--- config.mk ---
export PLATFORM = sky130hd
export DESIGN_NAME = fft_unload
export DESIGN_NICKNAME = d
export VERILOG_FILES = /design/src/rtl/fft_unload.sv
export SDC_FILE = /design/constraint.sdc
export NUM_CORES = 1
export LEC_CHECK = 0
export CORE_ASPECT_RATIO = 0.7
export CORE_MARGIN = 5
export CORE_UTILIZATION = 51
export DETAILED_ROUTE_END_ITERATION = 16
export PLACE_DENSITY = 0.81
export SYNTH_ARGS = -nofsm -noshare
export SYNTH_HDL_FRONTEND = slang
export SYNTH_SLANG_ARGS = --single-unit
export TNS_END_PERCENT = 20
--- constraint.sdc ---
create_clock -name clk -period 3.22 [get_ports clk]
set_input_delay 0.644 -clock clk [delete_from_list [all_inputs] [get_ports clk]]
set_output_delay 0.644 -clock clk [all_outputs]
set_load 0.03 [all_outputs]
--- src/rtl/fft_unload.sv ---
// rtl/fft_unload.sv - streams the final FFT bank out in bin order over a valid/ready port
module fft_unload #(
    parameter int BIT_WIDTH = 16,
    parameter int level     = 9,
    parameter bit BITREV    = 1'b0
) (
    input  logic                   clk,
    input  logic                   reset,
    input  logic                   fft_done,
    input  logic                   fft_start,
    input  logic                   res_bank,
    input  logic [2*BIT_WIDTH-1:0] rd_data0,
    input  logic [2*BIT_WIDTH-1:0] rd_data1,
    output logic [level-1:0]       rd_add,
    output logic                   rd_en,
    output logic                   rd_bank,
    input  logic                   out_ready,
    output logic                   out_valid,
    output logic [BIT_WIDTH-1:0]   out_re,
    output logic [BIT_WIDTH-1:0]   out_im,
    output logic [level-1:0]       out_index,
    output logic                   out_last,
    output logic                   busy,
    output logic                   unload_done
);

    localparam int DW = 2 * BIT_WIDTH;
    localparam logic [level-1:0] K_LAST = '1;

    localparam logic [1:0] IDLE  = 2'd0;
    localparam logic [1:0] RUN   = 2'd1;
    localparam logic [1:0] DRAIN = 2'd2;
    localparam logic [1:0] DONE  = 2'd3;

    logic [1:0]       state;
    logic             fft_done_d;
    logic             fft_start_d;
    logic [level-1:0] k_issue;
    logic [level-1:0] k_out;
    logic             inflight;
    logic [DW-1:0]    fifo_data [2];
    logic [level-1:0] fifo_idx  [2];
    logic             wr_ptr;
    logic             rd_ptr;
    logic [1:0]       fifo_cnt;

    logic             start;
    logic             abort;
    logic             pop;
    logic             push;
    logic [2:0]       outstanding;
    logic [DW-1:0]    ret_data;
    logic [DW-1:0]    head_data;
    logic [level-1:0] head_idx;

    function automatic logic [level-1:0] bit_reverse(input logic [level-1:0] a);
        logic [level-1:0] r;
        for (int i = 0; i < level; i++) begin
            r[i] = a[level-1-i];
        end
        return r;
    endfunction

    assign start = fft_done & ~fft_done_d;
    assign abort = fft_start & ~fft_start_d;

    assign out_valid = (fifo_cnt != 2'd0);
    assign pop       = out_valid & out_ready;
    assign push      = inflight;

    // Beats held or on their way back, after this cycle's pop; keeps the 2-entry FIFO from overflowing.
    assign outstanding = {1'b0, fifo_cnt} + {2'b00, inflight} - {2'b00, pop};
    assign rd_en       = (state == RUN) && (outstanding < 3'd2);
    assign rd_add      = rd_en ? (BITREV ? bit_reverse(k_issue) : k_issue) : '0;

    assign ret_data  = rd_bank ? rd_data1 : rd_data0;
    assign head_data = fifo_data[rd_ptr];
    assign head_idx  = fifo_idx[rd_ptr];

    assign out_re      = out_valid ? head_data[DW-1:BIT_WIDTH] : '0;
    assign out_im      = out_valid ? head_data[BIT_WIDTH-1:0] : '0;
    assign out_index   = out_valid ? head_idx : '0;
    assign out_last    = out_valid && (head_idx == K_LAST);
    assign busy        = (state == RUN) || (state == DRAIN);
    assign unload_done = (state == DONE);

    always_ff @(posedge clk or negedge reset) begin
        if (!reset) begin
            state        <= IDLE;
            fft_done_d   <= 1'b0;
            fft_start_d  <= 1'b0;
            k_issue      <= '0;
            k_out        <= '0;
            inflight     <= 1'b0;
            rd_bank      <= 1'b0;
            fifo_data[0] <= '0;
            fifo_data[1] <= '0;
            fifo_idx[0]  <= '0;
            fifo_idx[1]  <= '0;
            wr_ptr       <= 1'b0;
            rd_ptr       <= 1'b0;
            fifo_cnt     <= 2'd0;
        end else begin
            fft_done_d  <= fft_done;
            fft_start_d <= fft_start;
            if (abort) begin
                state    <= IDLE;
                inflight <= 1'b0;
                wr_ptr   <= 1'b0;
                rd_ptr   <= 1'b0;
                fifo_cnt <= 2'd0;
            end else begin
                inflight <= rd_en;
                if (push) begin
                    fifo_data[wr_ptr] <= ret_data;
                    fifo_idx[wr_ptr]  <= k_out;
                    wr_ptr            <= ~wr_ptr;
                    if (k_out != K_LAST) begin
                        k_out <= k_out + level'(1);
                    end
                end
                if (pop) begin
                    rd_ptr <= ~rd_ptr;
                end
                fifo_cnt <= fifo_cnt + {1'b0, push} - {1'b0, pop};
                case (state)
                    IDLE: begin
                        if (start) begin
                            state   <= RUN;
                            rd_bank <= res_bank;
                            k_issue <= '0;
                            k_out   <= '0;
                        end
                    end
                    RUN: begin
                        if (rd_en) begin
                            if (k_issue == K_LAST) begin
                                state <= DRAIN;
                            end else begin
                                k_issue <= k_issue + level'(1);
                            end
                        end
                    end
                    DRAIN: begin
                        if (pop && (head_idx == K_LAST)) begin
                            state <= DONE;
                        end
                    end
                    default: state <= IDLE;
                endcase
            end
        end
    end

endmodule

==> impl_metrics.yaml, run 1 <==
status:
  outcome: "finished, violations left"
  violations: "setup timing"
die:
  initial_utilization: 0.5295
  die_h_um: 97.24
  core-area_mm2: 0.01047
  dieArea_mm2: 0.01309
  fp-row-count: 31
  die_x_um: 134.6
  io-pin-count: 126
setup_path:
  worst_path_max_delay_cell: "fa_2"
  startpoint: "fifo_cnt[0]$_DFF_PN0_"
  worstPathRequired_ps: 2580
  crit_end: "rd_add[6]"
  start_kind: "register"
  r2r-start: "fifo_cnt[0]$_DFF_PN0_"
  crit_type: "register to output port"
  critPathArrivalTime_ps: 2630
  max_stage_delay_ps: 560
  ff2ff_path_depth: 14
  ff2ff_setup_slack_ps: 360
  r2r-end: "k_issue[4]$_DFFE_PN0P_"
  crit_chain: "nor2_4, inv_4, and2_4, ha_4, inv_4, ha_4, inv_2, fa_2, nand2_4, nor2_4, and2_4, buf_6"
  cp-end-kind: "output port"
  cp_max_fo: 5
routing:
  drtAntennaViolNets: 0
  remaining_drc_errors: 0
  vias: 4422
  drt_iter0_markers: 438
  totalWireLength_mm: 13.74
  firstDrtPassIters: 5
  avgRoutedWirePerCell_um: 16.86
  vias_per_cell: 5.426
clock_tree:
  cts.sinks: 110
  root_buffer: "clkbuf_16"
  cts_made_buffers: 9
  cts.path.max_buffers: 2
  clk_latency_ps: 340
  holdBufCountCts: 0
  cts-htree-levels: 3
  clk_pin_slew_ps: 70
  tritoncts: "built"
timing:
  finalClockSkew_ps: 3.705
  final-setup-viol-count: 9
  relSlewSlack: 0.6083
  hold_ws_ps: 371.8
  max_freq_mhz: 305.2
  drv_slew: 0
  setup_ws_ps: -56.44
  rsz0062_at_grt: "yes"
  hold_viol: 0
  tns_ps: -280.2
  finalCritPeriodShare: 1.018
  worstMarginPinSlew_ps: 587.6
  fin_crit_ps: 3276
synth:
  synth-edff-count: 0
  synth-main-ff-cell: "dfrtp_1"
  ys_warn_count: 0
  synthCells: 550
  synthDominantCellAreaShare: 0.4964
  async_flop_share: 1.000
  syn_area_per_cell_um2: 10.08
  yosysTopAreaCell: "dfrtp_1"
  ys_types: 49
  synth_seq_cells: 110
  seq_area_frac_synth: 0.4964
  syn_area_mm2: 0.005545
  synthTopCellsByArea: "dfrtp_1, mux2i_1, nor2_1"
  syn_nets: 630
final_layout:
  final_layout_size_suffix_gt1_frac: 0.1435
  nets: 758
  fill_cells: 770
  antenna_cells: 0
  area_growth_pct: 33.57
grt:
  grt_first_pass_wirelength_mm: 22.90
  grt_pass1_vias: 4668
  grt.total_usage: 0.2141
  grt_max_degree: 111
  grt_antenna_before_repair: 0
  grt_overflow: 0
placed_design:
  portBuffers: 125
  hpwl_mm: 9.584
  globalplace.congestion: 0.8435
power:
  total_power_w: 0.006903
  p_per_area_mw_per_mm2: 931.9
  cellLeakagePower_nw: 3.304
  ir_drop_mv: 0.6941
min_path:
  min_path_type: "input port to asynchronous set/reset pin"
run:
  maxCapViolations: 0
## layer usage
| metal | share of wire | wire [µm] | up-vias | global-route usage |
|---|---|---|---|---|
| met5 | 0 | 0 | - | 0 |
| met4 | 0.021 | 286 | 0 | 0.06416 |
| li1 | - | - | 2124 | - |
| met3 | 0.048 | 664 | 30 | 0.04348 |
| met1 | 0.43 | 5858 | 2125 | 0.2761 |
| met2 | 0.50 | 6930 | 143 | 0.3642 |
## worst max-delay path, delay by kind of cell, from the launching register on
| family | cells | cell delay (ps) |
|---|---|---|
| DFF | 1 | 410 |
| and+or+nand+nor | 5 | 750 |
| adders and majority gates | 3 | 880 |
| buffers and inverters | 4 | 250 |
## layout make-up
cell class              instances  area, µm²  share of cell area
flip-flops and latches        110       2756              0.3721
multi-input cells             399       2669              0.3603
well taps                     132      165.2             0.02230
clock buffers                  13      250.2             0.03378
clock inverters                 3      67.56            0.009122
repair buffers                147       1453              0.1961
inverters                      11      46.29            0.006250
## repair_timing
item | 4_1_cts | 5_1_grt
endpoints found under the setup margin | 10 | 11
cloned | 1 | 0
pin swaps | 6 | 1
resized for setup | 19 | 3
buffers inserted | 4 | 2
## cells in the final DEF (no fill, tap or decap), drive strengths merged, types with 2 or more instances in the layout
cell type	count
nand4	4
nor3	6
mux2i	73
bufinv	2
buf	33
ha	9
clkdlybuf4s50	112
nand3	12
and3	5
nand2	47
nor2b	3
a31oi	2
inv	11
xnor2	5
nand2b	3
and2	11
nor2	98
o21ai	42
clkbuf	13
mux2	18
or2	2
xor2	5
a21oi	39
dfrtp	110
## cells in the mapped netlist, types with 5 or more instances
library cell  count
a21oi_1          38
and2_1           10
and3_1            5
buf_2            16
clkbuf_1          7
dfrtp_1         110
ha_1              9
inv_1            11
mux2_2           18
mux2i_1          73
nand2_1          46
nand3_1          12
nor2_1           94
nor3_1            6
o21ai_0          39
xnor2_1           5
## power by group
group / leakage [nW] / internal (W) / switching, W
sequential: 1.40 / 0.00182 / 0.000301
clock: 0.150 / 0.000704 / 0.000465
combinational: 1.75 / 0.00154 / 0.00207
## cells by family after synthesis
family	count (synthesis)	synth area share
AOI/OAI and AO/OA	93	0.09951
and+or+nand+nor	194	0.1541
xor gates and xnor gates	10	0.01715
muxes	91	0.1683
buffers and inverters	42	0.04061
adders and majority gates	10	0.02392
DFF	110	0.4964
## sequential cells by signal, indices dropped and copies added, names as in the netlist, 2 cells and up
| register | cells |
|---|---|
| k_issue | 9 |
| fifo_data | 64 |
| fifo_cnt | 2 |
| fifo_idx | 18 |
| state | 2 |
| k_out | 9 |
## through the flow
stage                     instance area (µm²)  setup WS [ps]  cells    util
after floorplan                          5590          13.91    550       -
after CTS                                7383         -22.76    813  0.7050
after global placement                   6948         -266.6    792  0.6634
final                                    7407         -56.44    815  0.7073
after global routing                     7407         -135.8    815  0.7073
after detailed placement                 6948         -359.5    792  0.6634
## how the worst min path moves through the flow
| stage | from | endpoint | slack, ps | depth (start not counted) |
|---|---|---|---|---|
| after floorplan | reset | fft_done_d$_DFF_PN0_ | 350 | 0 |
| after global placement | fifo_data[13]$_DFFE_PN0P_ | fifo_data[13]$_DFFE_PN0P_ | 460 | 2 |
| after detailed placement | fifo_data[22]$_DFFE_PN0P_ | fifo_data[22]$_DFFE_PN0P_ | 470 | 2 |
| after CTS | reset | k_out[5]$_DFFE_PN0N_ | 400 | 2 |
| after global routing | reset | fft_start_d$_DFF_PN0_ | 420 | 2 |
| final | reset | fft_start_d$_DFF_PN0_ | 370 | 2 |
Note: power is estimated with default switching activity, not from simulation.
==> run 2, diff against run 1 <==
Settings changed: CORE_UTILIZATION 51 to 40, PLACE_DENSITY 0.81 to 0.66.
==> run 2 against run 1 <==
The flow still finishes with violations (setup timing). Sequential share of layout area decreased by 0.32 points. Clock power down 12%. Largest power group unchanged. Setup slack lost 2.7 ps. First-iteration DRC count shrank 48%. Sequential power about the same. Flip-flop and latch count is the same. Combinational power is essentially flat. Cell count rose by 7.6%. Hold slack worse by 91 ps. Wire length grew 0.14%. Non-clock buffer count up 4.
==> impl_metrics.yaml, run 2 (synthesized netlist as in run 1, its figures left out) <==
setup_path:
  startpoint: "fifo_cnt[1]$_DFF_PN0_"
  crit_type: "register to output port"
  r2r-end: "k_issue[6]$_DFFE_PN0P_"
  max_stage_delay_ps: 560
  worstPathRequired_ps: 2580
  cp_max_fo: 5
  cp-end-kind: "output port"
  crit_chain: "nor2_4, inv_4, and2_4, ha_4, inv_2, ha_4, inv_2, fa_2, nand2_4, nor2_4, and2_4, buf_6"
  start_kind: "register"
  crit_end: "rd_add[8]"
  ff2ff_setup_slack_ps: 210
  critPathArrivalTime_ps: 2640
  ff2ff_path_depth: 14
  worst_path_max_delay_cell: "fa_2"
  r2r-start: "fifo_cnt[1]$_DFF_PN0_"
grt:
  grt_max_degree: 70
  grt_antenna_before_repair: 0
  grt_overflow: 0
  grt_pass1_vias: 4592
  grt.total_usage: 0.1712
  grt_first_pass_wirelength_mm: 22.60
routing:
  totalWireLength_mm: 13.76
  avgRoutedWirePerCell_um: 15.69
  drt_iter0_markers: 226
  firstDrtPassIters: 4
  drtAntennaViolNets: 0
  vias_per_cell: 5.025
  vias: 4407
  remaining_drc_errors: 0
die:
  initial_utilization: 0.4036
  die_x_um: 150.7
  dieArea_mm2: 0.01636
  io-pin-count: 126
  die_h_um: 108.5
  core-area_mm2: 0.01374
  fp-row-count: 36
final_layout:
  nets: 762
  final_common_cell: "clkdlybuf4s50_1"
  multi_input_area_mm2: 0.002675
  final_layout_size_suffix_gt1_frac: 0.1485
  regMostFlops: "fifo_data"
  area_growth_pct: 34.72
  final_cell_mix: "clkdlybuf4s50_1, dfrtp_1, nor2_1"
  stdcell_area_mm2: 0.007471
  instances_no_fill: 877
  top_regs: "fifo_data x64, fifo_idx x18"
  ff_latch_area_mm2: 0.002756
  fill_cells: 1200
  antenna_cells: 0
  largest_reg_flops: 64
power:
  cellLeakagePower_nw: 3.288
  ir_drop_mv: 0.6238
  total_power_w: 0.006776
  p_per_area_mw_per_mm2: 907.0
timing:
  max_freq_mhz: 305.0
  relSlewSlack: 0.6036
  rsz0062_at_grt: "yes"
  finalClockSkew_ps: 10.48
  fin_crit_ps: 3279
  final-setup-viol-count: 9
  worstMarginPinSlew_ps: 593.2
  hold_viol: 0
  hold_ws_ps: 280.9
  setup_ws_ps: -59.16
  drv_slew: 0
  finalCritPeriodShare: 1.018
min_path:
  min_path_type: "input port to asynchronous set/reset pin"
clock_tree:
  clk_pin_slew_ps: 70
  root_buffer: "clkbuf_16"
  cts-htree-levels: 3
  cts_made_buffers: 9
  holdBufCountCts: 0
  cts.path.max_buffers: 2
  tritoncts: "built"
  cts.sinks: 110
  clk_latency_ps: 340
placed_design:
  dp_cells: 851
  placed_area_mm2: 0.007028
  hpwl_mm: 9.520
  globalplace.congestion: 0.8116
  portBuffers: 125
status:
  violations: "setup timing"
  outcome: "finished, violations left"
run:
  maxCapViolations: 0
[run 2: cell types whose count changed in the layout (fill, tap and decap cells not counted), sizes merged]
| cell | before | now |
|---|---|---|
| clkdlybuf4s50 | 112 | 113 |
| bufinv | 2 | 0 |
| clkinv | 0 | 1 |
| buf | 33 | 37 |
| clkinvlp | 1 | 2 |
| dlymetal6s2s | 1 | 0 |
[run 2: metal layers]
| layer | wire length, µm | vias to the layer above | global-route usage |
|---|---|---|---|
| li1 | - | 2144 | - |
| met1 | 6167 | 2162 | 0.2249 |
| met2 | 6901 | 87 | 0.2865 |
| met3 | 559 | 14 | 0.04106 |
| met4 | 131 | 0 | 0.04269 |
| met5 | 0 | - | 0 |
[run 2: worst min path at each step]
stage | startpoint | endpoint | slack [ps] | depth (start not counted)
after floorplan | reset | fft_done_d$_DFF_PN0_ | 350 | 0
after global placement | fifo_data[0]$_DFFE_PN0P_ | fifo_data[0]$_DFFE_PN0P_ | 460 | 2
after detailed placement | fifo_data[13]$_DFFE_PN0P_ | fifo_data[13]$_DFFE_PN0P_ | 470 | 2
after CTS | reset | fifo_idx[5]$_DFFE_PN0P_ | 300 | 1
after global routing | reset | fifo_idx[5]$_DFFE_PN0P_ | 330 | 1
final | reset | fifo_idx[5]$_DFFE_PN0P_ | 280 | 1
[run 2: power breakdown]
group	leakage, nW	internal, W	switching, W
logic	1.76	0.00157	0.00206
clock network	0.126	0.000546	0.000481
registers	1.40	0.00182	0.000295
total	3.29	0.00394	0.00284
[run 2: cell type report]
cell class,instances,area share
Sequential cell,110,0.3689
Clock inverter,3,0.002680
Tap cell,190,0.03182
Timing Repair Buffer,151,0.1991
Inverter,11,0.005862
Clock buffer,13,0.03350
Multi-Input combinational cell,399,0.3581
[run 2: worst max-delay path: cells and delay by family (launching register included)]
family	cells	cell delay, ps
fa+ha+maj	3	890
simple gates	5	720
flops	1	420
buf+inv	4	260
[run 2: what timing repair did]
item,in CTS,in global routing
buffers inserted,4,5
gates resized for setup,19,4
gates cloned,1,0
pin swaps,8,6
setup endpoints to repair,10,10
[run 2: through the flow]
| step | setup slack (ps) | util | TNS (ps) |
|---|---|---|---|
| 5_1_grt | -164.8 | 0.5438 | -1409 |
| 3_5_place_dp | -362.8 | 0.5116 | -5476 |
| 3_3_place_gp | -272.2 | 0.5116 | -3421 |
| 4_1_cts | -43.83 | 0.5398 | -293.2 |
| 2_1_floorplan | 13.91 | - | 0 |
| 6_report | -59.16 | 0.5438 | -377.6 |
